File: src/rtl/even_parity_pkg.sv
// Shared types and constants for the even-parity serial receiver.
package even_parity_pkg;

  typedef enum logic [1:0] {
    IDLE   = 2'd0,
    DATA   = 2'd1,
    PARITY = 2'd2
  } state_t;

  localparam int ERR_CNT_W = 8;

endpackage

File: src/rtl/even_parity_rx_if.sv
// Received-word handshake: producer drives word/status, consumer drives out_ready.
interface even_parity_rx_if #(
  parameter int DATA_W = 8
);
  logic [DATA_W-1:0] dout;
  logic              out_valid;
  logic              out_ready;
  logic              par_err;
  logic              overrun;

  modport master (output dout, output out_valid, output par_err, output overrun, input out_ready);
  modport slave  (input dout, input out_valid, input par_err, input overrun, output out_ready);
endinterface

File: src/rtl/even_parity_rx_parity_acc.sv
// Running XOR parity accumulator; result visible the cycle after each enabled bit.
// Clear has priority over enable; no backpressure.
module parity_acc (
  input  logic clk,
  input  logic rst,
  input  logic clear,
  input  logic enable,
  input  logic bit_in,
  output logic par
);

  always_ff @(posedge clk or negedge rst) begin
    if (!rst) begin
      par <= 1'b0;
    end else if (clear) begin
      par <= 1'b0;
    end else if (enable) begin
      par <= par ^ bit_in;
    end
  end

endmodule

File: src/rtl/even_parity_rx.sv
// Serial even-parity receiver: start bit, DATA_W bits LSB-first, parity; word valid DATA_W+1 cycles after start.
// Single holding register; a frame completing while it is full and unconsumed is dropped with an overrun pulse. Optional err_cnt via EVEN_PARITY_RX_ERR_CNT_EN.
module even_parity_rx
  import even_parity_pkg::*;
#(
  parameter int DATA_W = 8
) (
  input  logic clk,
  input  logic rst,
  input  logic din,
  output logic busy,
`ifdef EVEN_PARITY_RX_ERR_CNT_EN
  output logic [ERR_CNT_W-1:0] err_cnt,
`endif
  even_parity_rx_if.master rx
);

  localparam int CNT_W = $clog2(DATA_W + 1);
  typedef logic [DATA_W-1:0] data_t;

  state_t           state_q, state_d;
  logic [CNT_W-1:0] cnt;
  data_t            shreg;
  logic             par;
  logic             start;
  logic             frame_done;
  logic             frame_err;

  always_ff @(posedge clk or negedge rst) begin
    if (!rst) begin
      state_q <= IDLE;
    end else begin
      state_q <= state_d;
    end
  end

  always_comb begin
    state_d    = state_q;
    start      = 1'b0;
    frame_done = 1'b0;
    busy       = (state_q != IDLE);
    case (state_q)
      IDLE: begin
        if (din) begin
          start   = 1'b1;
          state_d = DATA;
        end
      end
      DATA: begin
        if (cnt == CNT_W'(DATA_W - 1)) begin
          state_d = PARITY;
        end
      end
      PARITY: begin
        frame_done = 1'b1;
        state_d    = IDLE;
      end
      default: state_d = IDLE;
    endcase
  end

  parity_acc u_parity_acc (
    .clk    (clk),
    .rst    (rst),
    .clear  (start),
    .enable (state_q == DATA),
    .bit_in (din),
    .par    (par)
  );

  // din here is the parity bit itself, sampled on the completion edge
  assign frame_err = par ^ din;

  always_ff @(posedge clk or negedge rst) begin
    if (!rst) begin
      cnt          <= '0;
      shreg        <= '0;
      rx.dout      <= '0;
      rx.out_valid <= 1'b0;
      rx.par_err   <= 1'b0;
      rx.overrun   <= 1'b0;
    end else begin
      rx.overrun <= 1'b0;
      if (state_q == DATA) begin
        shreg <= (shreg >> 1) | (data_t'(din) << (DATA_W - 1));
        cnt   <= cnt + CNT_W'(1);
      end else begin
        cnt <= '0;
      end
      if (frame_done) begin
        if (!rx.out_valid || rx.out_ready) begin
          rx.dout      <= shreg;
          rx.par_err   <= frame_err;
          rx.out_valid <= 1'b1;
        end else begin
          rx.overrun <= 1'b1;
        end
      end else if (rx.out_valid && rx.out_ready) begin
        rx.out_valid <= 1'b0;
      end
    end
  end

`ifdef EVEN_PARITY_RX_ERR_CNT_EN
  // Counts every bad frame, including ones dropped on overrun
  always_ff @(posedge clk or negedge rst) begin
    if (!rst) begin
      err_cnt <= '0;
    end else if (frame_done && frame_err && (err_cnt != {ERR_CNT_W{1'b1}})) begin
      err_cnt <= err_cnt + ERR_CNT_W'(1);
    end
  end
`endif

endmodule

File: src/flat_wrapper.sv
// flat-port wrapper written by rule: the top's interface ports become plain ports
module even_parity_rx_flat import even_parity_pkg::*;
#(
  parameter int DATA_W = 8
)
  (clk, rst, din, busy, rx_dout, rx_out_valid, rx_par_err, rx_overrun, rx_out_ready);
  even_parity_rx_if #(.DATA_W(DATA_W)) rx_i ();
  input  logic clk;
  input  logic rst;
  input  logic din;
  output logic busy;
  output wire logic [$bits(rx_i.dout)-1:0] rx_dout;
  output wire logic [$bits(rx_i.out_valid)-1:0] rx_out_valid;
  output wire logic [$bits(rx_i.par_err)-1:0] rx_par_err;
  output wire logic [$bits(rx_i.overrun)-1:0] rx_overrun;
  input wire logic [$bits(rx_i.out_ready)-1:0] rx_out_ready;
  assign rx_dout = rx_i.dout;
  assign rx_out_valid = rx_i.out_valid;
  assign rx_par_err = rx_i.par_err;
  assign rx_overrun = rx_i.overrun;
  assign rx_i.out_ready = rx_out_ready;
  even_parity_rx #(.DATA_W(DATA_W)) u_core (.clk(clk), .rst(rst), .din(din), .busy(busy), .rx(rx_i));
endmodule
File: config.mk
export PLATFORM = sky130hd
export DESIGN_NAME = even_parity_rx_flat
export DESIGN_NICKNAME = d
export VERILOG_FILES = /design/src/rtl/even_parity_pkg.sv /design/src/rtl/even_parity_rx_if.sv /design/src/rtl/even_parity_rx_parity_acc.sv /design/src/rtl/even_parity_rx.sv /design/src/flat_wrapper.sv
export SDC_FILE = /design/constraint.sdc
export NUM_CORES = 1
export LEC_CHECK = 0
export ABC_AREA = 0
export CAP_MARGIN = 25
export CORE_MARGIN = 5
export CORE_UTILIZATION = 45
export CTS_CLUSTER_SIZE = 16
export DETAILED_ROUTE_END_ITERATION = 10
export PLACE_DENSITY = 0.79
export SYNTH_ARGS = -nofsm -noshare
export SYNTH_HDL_FRONTEND = slang
export SYNTH_SLANG_ARGS = --single-unit
export TNS_END_PERCENT = 10
File: constraint.sdc
create_clock -name clk -period 1.9 [get_ports clk]
set_input_delay 0.57 -clock clk [delete_from_list [all_inputs] [get_ports clk]]
set_output_delay 0.57 -clock clk [all_outputs]
set_load 0.05 [all_outputs]
==> metrics.txt, run 1 <==
# TYPE chip_impl_metric gauge
chip_impl_metric{name="synth.avg_cell_area",unit="µm²"} 14.9
chip_impl_metric{name="met1_usage",unit="%"} 13.2
chip_impl_metric{name="grt.met3_usage",unit="%"} 2.19
chip_impl_metric{name="synth.distinct_cells",unit=""} 21
chip_impl_metric{name="dp_hpwl",unit="µm"} 1110
chip_impl_info{name="busiest_layer",value="met2"} 1
chip_impl_metric{name="cts-buffers-inserted",unit=""} 3
chip_impl_metric{name="die_area",unit="µm²"} 3470
chip_impl_metric{name="clock_sink_count",unit=""} 26
chip_impl_metric{name="cts.clk_slew.worst_paths",unit="ns"} 0.13
chip_impl_metric{name="count_of_nets_after_finishing",unit=""} 98
chip_impl_info{name="synth.top_cells.by_area",value="dfrtp_1 (61%), mux2_4 (13%), mux2_2 (7.3%), nand2b_4 (2.6%), nor2_1 (2.1%)"} 1
chip_impl_metric{name="postCtsResizedCells",unit=""} 0
chip_impl_metric{name="cap_violations",unit=""} 0
chip_impl_metric{name="via_per_inst",unit=""} 4.71
chip_impl_metric{name="ys_ff_latch",unit=""} 26
chip_impl_metric{name="placedInstanceArea",unit="µm²"} 1240
chip_impl_metric{name="grt_max_degree",unit=""} 27
chip_impl_metric{name="synth_nets",unit=""} 77
chip_impl_info{name="clock_tree.root_cell",value="clkbuf_4"} 1
chip_impl_metric{name="synth-warning-count",unit=""} 0
chip_impl_metric{name="finalSetupViolations",unit=""} 0
chip_impl_metric{name="power_density_cells",unit="nW/µm²"} 1900
chip_impl_info{name="setup.worst_path.start_class",value="register"} 1
chip_impl_metric{name="vias",unit=""} 565
chip_impl_metric{name="layout_worst_path_cycle_share",unit="%"} 96.9
chip_impl_metric{name="synthAdderAreaFrac",unit="%"} 1.16
chip_impl_metric{name="worst-slew-pin-transition",unit="ns"} 0.314
chip_impl_metric{name="synth_compound_area_share",unit="%"} 2.10
chip_impl_info{name="combinational_family_with_the_most_area_after_synthesis",value="multiplexers"} 1
chip_impl_metric{name="htree_levels",unit=""} 1
chip_impl_info{name="rsz0062_at_grt",value="false"} 1
chip_impl_info{name="cts_tree",value="done"} 1
chip_impl_metric{name="areaGrowthSynthToFinish",unit="%"} 20.0
chip_impl_metric{name="fin_crit",unit="ns"} 1.84
chip_impl_metric{name="synthMuxAreaShare",unit="%"} 19.9
chip_impl_metric{name="cp_max_fo",unit=""} 6
chip_impl_metric{name="clk-insertion-delay-late",unit="ns"} 0.31
chip_impl_metric{name="overflow",unit=""} 0
chip_impl_metric{name="floorplan.io_pins",unit=""} 16
chip_impl_metric{name="max-vdd-ir-drop",unit="mV"} 1.15
chip_impl_metric{name="layoutNonFillerInstCount",unit=""} 120
chip_impl_metric{name="fmax",unit="GHz"} 0.543
chip_impl_metric{name="postCtsSetupBuffers",unit=""} 0
chip_impl_metric{name="yosys.area_share.simple",unit="%"} 10.6
chip_impl_metric{name="gp_congestion",unit=""} 0.715
chip_impl_info{name="run_status",value="completed"} 1
chip_impl_metric{name="routed_length_per_instance",unit="µm"} 12.7
chip_impl_metric{name="floorplan.die.width",unit="µm"} 58.9
chip_impl_metric{name="final.fill_count",unit=""} 195
chip_impl_metric{name="final_antenna_net_count",unit=""} 0
chip_impl_metric{name="post_synth_instance_area",unit="µm²"} 1070
chip_impl_metric{name="clock-skew-final",unit="ns"} 0.00958
chip_impl_metric{name="post-synth-top-area-fraction",unit="%"} 60.5
chip_impl_metric{name="worstPathRequired",unit="ns"} 1.33
chip_impl_info{name="yosysTopAreaCell",value="dfrtp_1"} 1
chip_impl_metric{name="antennaDiodeCount",unit=""} 0
chip_impl_metric{name="overall_routing_resource_usage",unit="%"} 9.67
chip_impl_metric{name="cellLeakagePower",unit="nW"} 0.626
chip_impl_metric{name="post_route_cells_drive_above_1_share",unit="%"} 42.4
chip_impl_metric{name="synth-xor-area-share",unit="%"} 2.44
chip_impl_metric{name="grt_first_pass_wirelength",unit="µm"} 2550
chip_impl_metric{name="cts_max_path_buffers",unit=""} 2
chip_impl_metric{name="timing.setup.tns",unit="ns"} 0
chip_impl_metric{name="final_hold_viol_count",unit=""} 0
chip_impl_metric{name="fp-row-count",unit=""} 17
chip_impl_metric{name="detailedRoute.firstPassIterationCount",unit=""} 3
chip_impl_metric{name="syn_inst",unit=""} 72
chip_impl_metric{name="port_buffers",unit=""} 15
chip_impl_metric{name="area_of_the_core_region",unit="µm²"} 2250
chip_impl_metric{name="final_max_slew_viol_count",unit=""} 0
chip_impl_info{name="critPathCaptureType",value="output port"} 1
chip_impl_metric{name="antenna_found_initial",unit=""} 0
chip_impl_metric{name="seq_area_frac_synth",unit="%"} 60.5
chip_impl_info{name="path_class",value="register to output port"} 1
chip_impl_metric{name="dr.first_iter.drc_count",unit=""} 7
chip_impl_metric{name="globalRouteMet2Util",unit="%"} 14.8
chip_impl_metric{name="ctsHoldBuffers",unit=""} 0
chip_impl_metric{name="die_h",unit="µm"} 58.9
chip_impl_metric{name="start_util",unit="%"} 47.7
chip_impl_metric{name="critical_path_arrival",unit="ns"} 1.27
chip_impl_info{name="worstHoldPathType",value="register to register"} 1
chip_impl_metric{name="timing.slew.headroom",unit="%"} 79.0
chip_impl_metric{name="fin_area",unit="µm²"} 1290
chip_impl_metric{name="grt_pass1_vias",unit=""} 557
chip_impl_metric{name="residual_drc_count",unit=""} 0
chip_impl_metric{name="placedCellCount",unit=""} 116
chip_impl_metric{name="drt-total-wl",unit="µm"} 1530
## worst max-delay path, cell delays in order, from the launching register on
cell,delay [ns]
dfrtp_1,0.47
or2_2,0.31
buf_4,0.19
## layout by cell type (no fill, tap or decap), drive strengths merged
cell type,synthesis,routed
nand2,3,3
nand3,1,1
ha,1,1
xnor2,1,1
nor3,1,1
or2,1,1
o31ai,1,1
nor2,6,6
nand2b,3,3
inv,2,2
buf,2,15
mux2,16,16
dfrtp,26,26
o21ai,3,3
nand4b,1,1
or2b,1,1
clkbuf,0,3
clkdlybuf4s50,0,3
xor2,2,2
nor2b,1,1
bufinv,0,1
## registers in the layout, indices dropped and copies added, names as in the netlist
register / count
u_core.rx.par_err: 1
u_core.rx.dout: 8
u_core.u_parity_acc.par: 1
u_core.cnt: 4
u_core.state_q: 2
u_core.rx.overrun: 1
u_core.rx.out_valid: 1
u_core.shreg: 8
## metal layers
| layer | vias to the layer above | share of wire [%] |
|---|---|---|
| met5 | - | 0 |
| met4 | 0 | 1.5 |
| met3 | 2 | 4.9 |
| met2 | 10 | 45 |
| met1 | 274 | 48 |
| li1 | 279 | - |
## path summary, 6_finish.rpt
kind | start | to | slack [ns] | depth (start not counted)
max | u_core.state_q[1] | busy | 0.06 | 2
min | u_core.cnt[0] | u_core.cnt[0] | 0.48 | 1
max reg2reg | u_core.state_q[0] | u_core.rx.dout[4] | 0.57 | 4
min reg2reg | u_core.cnt[0] | u_core.cnt[0] | 0.48 | 1
max in group asynchronous | rst | u_core.u_parity_acc.par | 1.06 | 2
min in group asynchronous | rst | u_core.rx.dout[5] | 0.59 | 2
## Yosys cell counts
library cell,number
nand3_1,1
o21ai_0,3
nand2b_1,1
xnor2_1,1
o31ai_1,1
nor2_1,6
or2_2,1
nand2b_4,2
buf_4,1
buf_12,1
inv_1,2
nand2_1,3
nand4b_1,1
or2b_1,1
nor2b_4,1
dfrtp_1,26
mux2_2,7
ha_1,1
mux2_4,9
xor2_1,2
nor3_1,1
## report_power, final
group	leakage, nW	internal (mW)	switching (mW)
Clock	0.0279	0.213	0.155
Combinational	0.270	0.485	0.605
Sequential	0.328	0.804	0.184
## logic make-up (layout without fill, tap and decap cells)
| kind of cell | Yosys count | after routing |
|---|---|---|
| flip-flops | 26 | 26 |
| adder cells (fa/ha/maj) | 1 | 1 |
| buffers and inverters | 4 | 24 |
| AND/OR/NAND/NOR | 18 | 18 |
| AO/OA/AOI/OAI | 4 | 4 |
| XOR/XNOR | 3 | 3 |
| multiplexers | 16 | 16 |
## area by class of cell
type                            instances  area, µm²  share of cell area [%]
Timing Repair Buffer                   18        155                    12.0
Clock buffer                            3       22.5                    1.75
Clock inverter                          1       30.0                    2.33
Multi-Input combinational cell         42        389                    30.2
Sequential cell                        26        651                    50.4
Tap cell                               28       35.0                    2.72
Inverter                                2       7.51                   0.582
## per-stage QoR
step                hold slack [ns]  worst slack [ns]  utilization, %  power [mW]
global route                  0.502           0.00244            57.2        2.57
global placement              0.446            0.0271            54.9        2.07
floorplan                     0.274             0.454               -        1.82
finish                        0.476            0.0590            57.2        2.45
detailed placement            0.463            0.0271            54.9        2.11
CTS                           0.482            0.0363            57.2        2.47
Power figures use the tool's default switching activity.
==> inputs of run 2 (changes only) <==
CTS_BUF_LIST = sky130_fd_sc_hd__clkbuf_4 sky130_fd_sc_hd__clkbuf_8 sky130_fd_sc_hd__clkbuf_16   (was default)
SYNTH_HIERARCHICAL = 1   (was default)
==> run 2 against run 1 <==
Net effect: first-iteration DRC count increased by 14%; highest routed layer is now met3; cell area decreased by 1.4%; sequential share of layout area increased by 0.89 points; global-route usage increased by 1.1 points; setup slack improved by 0.020 ns; critical path type unchanged; critical endpoint unchanged.
==> metrics.txt, run 2 <==
# TYPE chip_impl_metric gauge
chip_impl_metric{name="synthAdderAreaFrac",unit="%"} 1.15
chip_impl_metric{name="power_density_cells",unit="nW/µm²"} 1850
chip_impl_info{name="netlist_top_cells_count",value="dfrtp_1 (26), mux2_4 (9), mux2_2 (7)"} 1
chip_impl_metric{name="design_power_total",unit="mW"} 2.35
chip_impl_metric{name="cap_violations",unit=""} 0
chip_impl_info{name="cts_tree",value="done"} 1
chip_impl_metric{name="routed_length_per_instance",unit="µm"} 13.2
chip_impl_metric{name="post_synth_edffs",unit=""} 0
chip_impl_info{name="worst_r2r_endpoint",value="u_core/rx.dout[6]"} 1
chip_impl_metric{name="placedCellCount",unit=""} 116
chip_impl_metric{name="via_per_inst",unit=""} 4.81
chip_impl_metric{name="cellInternalPower",unit="mW"} 1.40
chip_impl_metric{name="whs_path_depth",unit=""} 1
chip_impl_metric{name="seq_area_frac_synth",unit="%"} 60.0
chip_impl_info{name="combinational_family_with_the_most_area_after_synthesis",value="multiplexers"} 1
chip_impl_metric{name="clk-insertion-delay-late",unit="ns"} 0.31
chip_impl_metric{name="gp_congestion",unit=""} 0.728
chip_impl_metric{name="critical_path_arrival",unit="ns"} 1.25
chip_impl_metric{name="async_flop_share",unit="%"} 100
chip_impl_metric{name="synth-warning-count",unit=""} 6
chip_impl_metric{name="synth.avg_cell_area",unit="µm²"} 14.9
chip_impl_info{name="rsz0062_at_grt",value="false"} 1
chip_impl_metric{name="post_synth_instance_area",unit="µm²"} 1080
chip_impl_metric{name="finalSetupViolations",unit=""} 0
chip_impl_metric{name="worstPathRequired",unit="ns"} 1.33
chip_impl_info{name="synth.top_cells.by_area",value="dfrtp_1 (60%), mux2_4 (12%), mux2_2 (7.3%), nand2b_4 (3.8%), nor2_1 (2.1%)"} 1
chip_impl_metric{name="clock-skew-final",unit="ns"} 0.00321
chip_impl_metric{name="worst-slew-pin-transition",unit="ns"} 0.315
chip_impl_metric{name="synth_compound_area_share",unit="%"} 2.65
chip_impl_metric{name="areaGrowthSynthToFinish",unit="%"} 17.3
chip_impl_metric{name="die_area",unit="µm²"} 3490
chip_impl_metric{name="met1_usage",unit="%"} 15.3
chip_impl_info{name="worst_reg2reg_startpoint",value="u_core/state_q[0]"} 1
chip_impl_metric{name="final_max_slew_viol_count",unit=""} 0
chip_impl_metric{name="layoutNonFillerInstCount",unit=""} 121
chip_impl_metric{name="cell_count_of_the_worst_reg_to_reg_path",unit=""} 4
chip_impl_info{name="clock_tree.root_cell",value="clkbuf_4"} 1
chip_impl_metric{name="ctsHoldBuffers",unit=""} 0
chip_impl_info{name="yosysTopAreaCell",value="dfrtp_1"} 1
chip_impl_metric{name="grt_first_pass_wirelength",unit="µm"} 2880
chip_impl_metric{name="synth.distinct_cells",unit=""} 22
chip_impl_metric{name="synth_nets",unit=""} 78
chip_impl_metric{name="floorplan.die.width",unit="µm"} 59.1
chip_impl_metric{name="detailedRoute.firstPassIterationCount",unit=""} 2
chip_impl_info{name="holdPathEnd",value="u_core/state_q[0]"} 1
chip_impl_metric{name="floorplan.io_pins",unit=""} 16
chip_impl_metric{name="dr.first_iter.drc_count",unit=""} 8
chip_impl_metric{name="placedInstanceArea",unit="µm²"} 1230
chip_impl_info{name="layout.cells.most_common_list",value="dfrtp_1 (24), buf_4 (16), mux2_4 (9)"} 1
chip_impl_metric{name="die_h",unit="µm"} 59.1
chip_impl_metric{name="cp_max_fo",unit=""} 3
chip_impl_metric{name="post-synth-top-area-fraction",unit="%"} 60.0
chip_impl_metric{name="htree_levels",unit=""} 1
chip_impl_metric{name="cts-buffers-inserted",unit=""} 3
chip_impl_metric{name="seq_power_share",unit="%"} 41.7
chip_impl_info{name="biggestRegsByFlops",value="u_core/rx.dout (8), u_core/shreg (8), u_core/cnt (4)"} 1
chip_impl_metric{name="max-vdd-ir-drop",unit="mV"} 0.933
chip_impl_info{name="synth_top_flop_cell",value="dfrtp_1"} 1
chip_impl_metric{name="grt.met3_usage",unit="%"} 3.92
chip_impl_info{name="yosys.cell_count.top_type",value="dfrtp_1"} 1
chip_impl_metric{name="switchingPower",unit="mW"} 0.950
chip_impl_metric{name="overflow",unit=""} 0
chip_impl_metric{name="combinationalPowerShare",unit="%"} 49.0
chip_impl_metric{name="residual_drc_count",unit=""} 0
chip_impl_metric{name="ys_ff_latch",unit=""} 26
chip_impl_info{name="busiest_layer",value="met2"} 1
chip_impl_metric{name="grt_max_degree",unit=""} 27
chip_impl_metric{name="drt-total-wl",unit="µm"} 1600
chip_impl_info{name="holdCritStartpoint",value="u_core/state_q[1]"} 1
chip_impl_metric{name="count_of_nets_after_finishing",unit=""} 100
chip_impl_metric{name="switching_share",unit="%"} 40.5
chip_impl_metric{name="final_hold_viol_count",unit=""} 0
chip_impl_metric{name="timing.slew.headroom",unit="%"} 79.0
chip_impl_metric{name="syn_inst",unit=""} 73
chip_impl_info{name="critPathCaptureType",value="output port"} 1
chip_impl_metric{name="synth-xor-area-share",unit="%"} 2.42
chip_impl_metric{name="overall_routing_resource_usage",unit="%"} 10.8
chip_impl_metric{name="antennaDiodeCount",unit=""} 0
chip_impl_metric{name="post_route_cells_drive_above_1_share",unit="%"} 46.2
chip_impl_metric{name="globalRouteMet2Util",unit="%"} 15.9
chip_impl_metric{name="dp_hpwl",unit="µm"} 1160
chip_impl_metric{name="cts.clk_slew.worst_paths",unit="ns"} 0.12
chip_impl_metric{name="cellLeakagePower",unit="nW"} 0.643
chip_impl_metric{name="area_of_the_core_region",unit="µm²"} 2250
chip_impl_metric{name="fp-row-count",unit=""} 17
chip_impl_metric{name="clockPowerShare",unit="%"} 9.3
chip_impl_metric{name="yosys.area_share.simple",unit="%"} 11.3
chip_impl_metric{name="final_core_utilization",unit="%"} 56.4
chip_impl_info{name="run_status",value="completed"} 1
chip_impl_metric{name="synthMuxAreaShare",unit="%"} 19.7
chip_impl_metric{name="layout_worst_path_cycle_share",unit="%"} 95.8
chip_impl_metric{name="fmax",unit="GHz"} 0.549
chip_impl_metric{name="port_buffers",unit=""} 15
chip_impl_metric{name="cts_max_path_buffers",unit=""} 2
chip_impl_info{name="path_class",value="register to output port"} 1
chip_impl_info{name="worstHoldPathType",value="register to register"} 1
chip_impl_metric{name="r2r_setup_slack",unit="ns"} 0.53
chip_impl_info{name="most_common_cell_after_layout_fill_and_taps_aside",value="dfrtp_1"} 1
chip_impl_metric{name="grt_pass1_vias",unit=""} 612
chip_impl_metric{name="vias",unit=""} 582
chip_impl_metric{name="fin_area",unit="µm²"} 1270
chip_impl_metric{name="antenna_found_initial",unit=""} 0
chip_impl_metric{name="clock_sink_count",unit=""} 26
chip_impl_metric{name="fin_crit",unit="ns"} 1.82
chip_impl_metric{name="start_util",unit="%"} 48.1
chip_impl_info{name="setup.worst_path.start_class",value="register"} 1
chip_impl_metric{name="final_antenna_net_count",unit=""} 0
## run 2: cell families after synthesis
group           after synthesis
compound gates                4
xor+xnor                      3
fa+ha+maj                     1
buf+inv                       4
flops                        26
mux                          16
simple gates                 19
## run 2: final cells by class
cell class	instances	area [µm²]
inverters	2	7.51
multi-input cells	43	404
fillers	209	982
clock buffers	3	22.5
repair buffers	19	150
well taps	28	35.0
flip-flops and latches	26	653
## run 2: what timing repair did
| item | CTS | global route |
|---|---|---|
| buffers inserted | 0 | 2 |
| setup endpoints to repair | 0 | 1 |
| resized for setup | 0 | 2 |
## run 2: power groups by stage
stage / Sequential (mW) / Combinational, mW / Clock, mW
final: 0.979 / 1.15 / 0.218
after CTS: 0.993 / 1.13 / 0.228
after detailed placement: 1.01 / 1.13 / 0
after global placement: 0.994 / 1.11 / 0
after global routing: 1.02 / 1.23 / 0.259
after floorplan: 1.29 / 0.558 / 0
## run 2: how the worst max path moves through the flow
stage	from	cells past startpoint	slack, ns	to
3_5_place_dp	rx_out_ready	4	-0.02	u_core/rx.dout[6]
3_3_place_gp	rx_out_ready	4	0.003	u_core/rx.dout[6]
5_1_grt	u_core/state_q[1]	2	0.02	busy
6_report	u_core/state_q[1]	2	0.08	busy
4_1_cts	u_core/state_q[1]	2	0.03	busy
2_1_floorplan	u_core/rx.out_valid	4	0.29	u_core/rx.dout[0]
## run 2: critical path, cell delays in order, from the launching register on
cell and delay [ns]:
dfrtp_2 0.44, or2_2 0.31, buf_4 0.20
## run 2: metal layers
layer	wire, µm	up-vias
li1	-	285
met1	788	284
met2	719	13
met3	95	0
met4	0	0
met5	0	-
## run 2: per-stage QoR
stage	setup slack (ns)	TNS (ns)	hold slack, ns
2_1_floorplan	0.291	0	0.274
3_3_place_gp	0.00347	0	0.455
3_5_place_dp	-0.0151	-0.107	0.468
4_1_cts	0.0277	0	0.486
5_1_grt	0.0176	0	0.490
6_report	0.0791	0	0.464
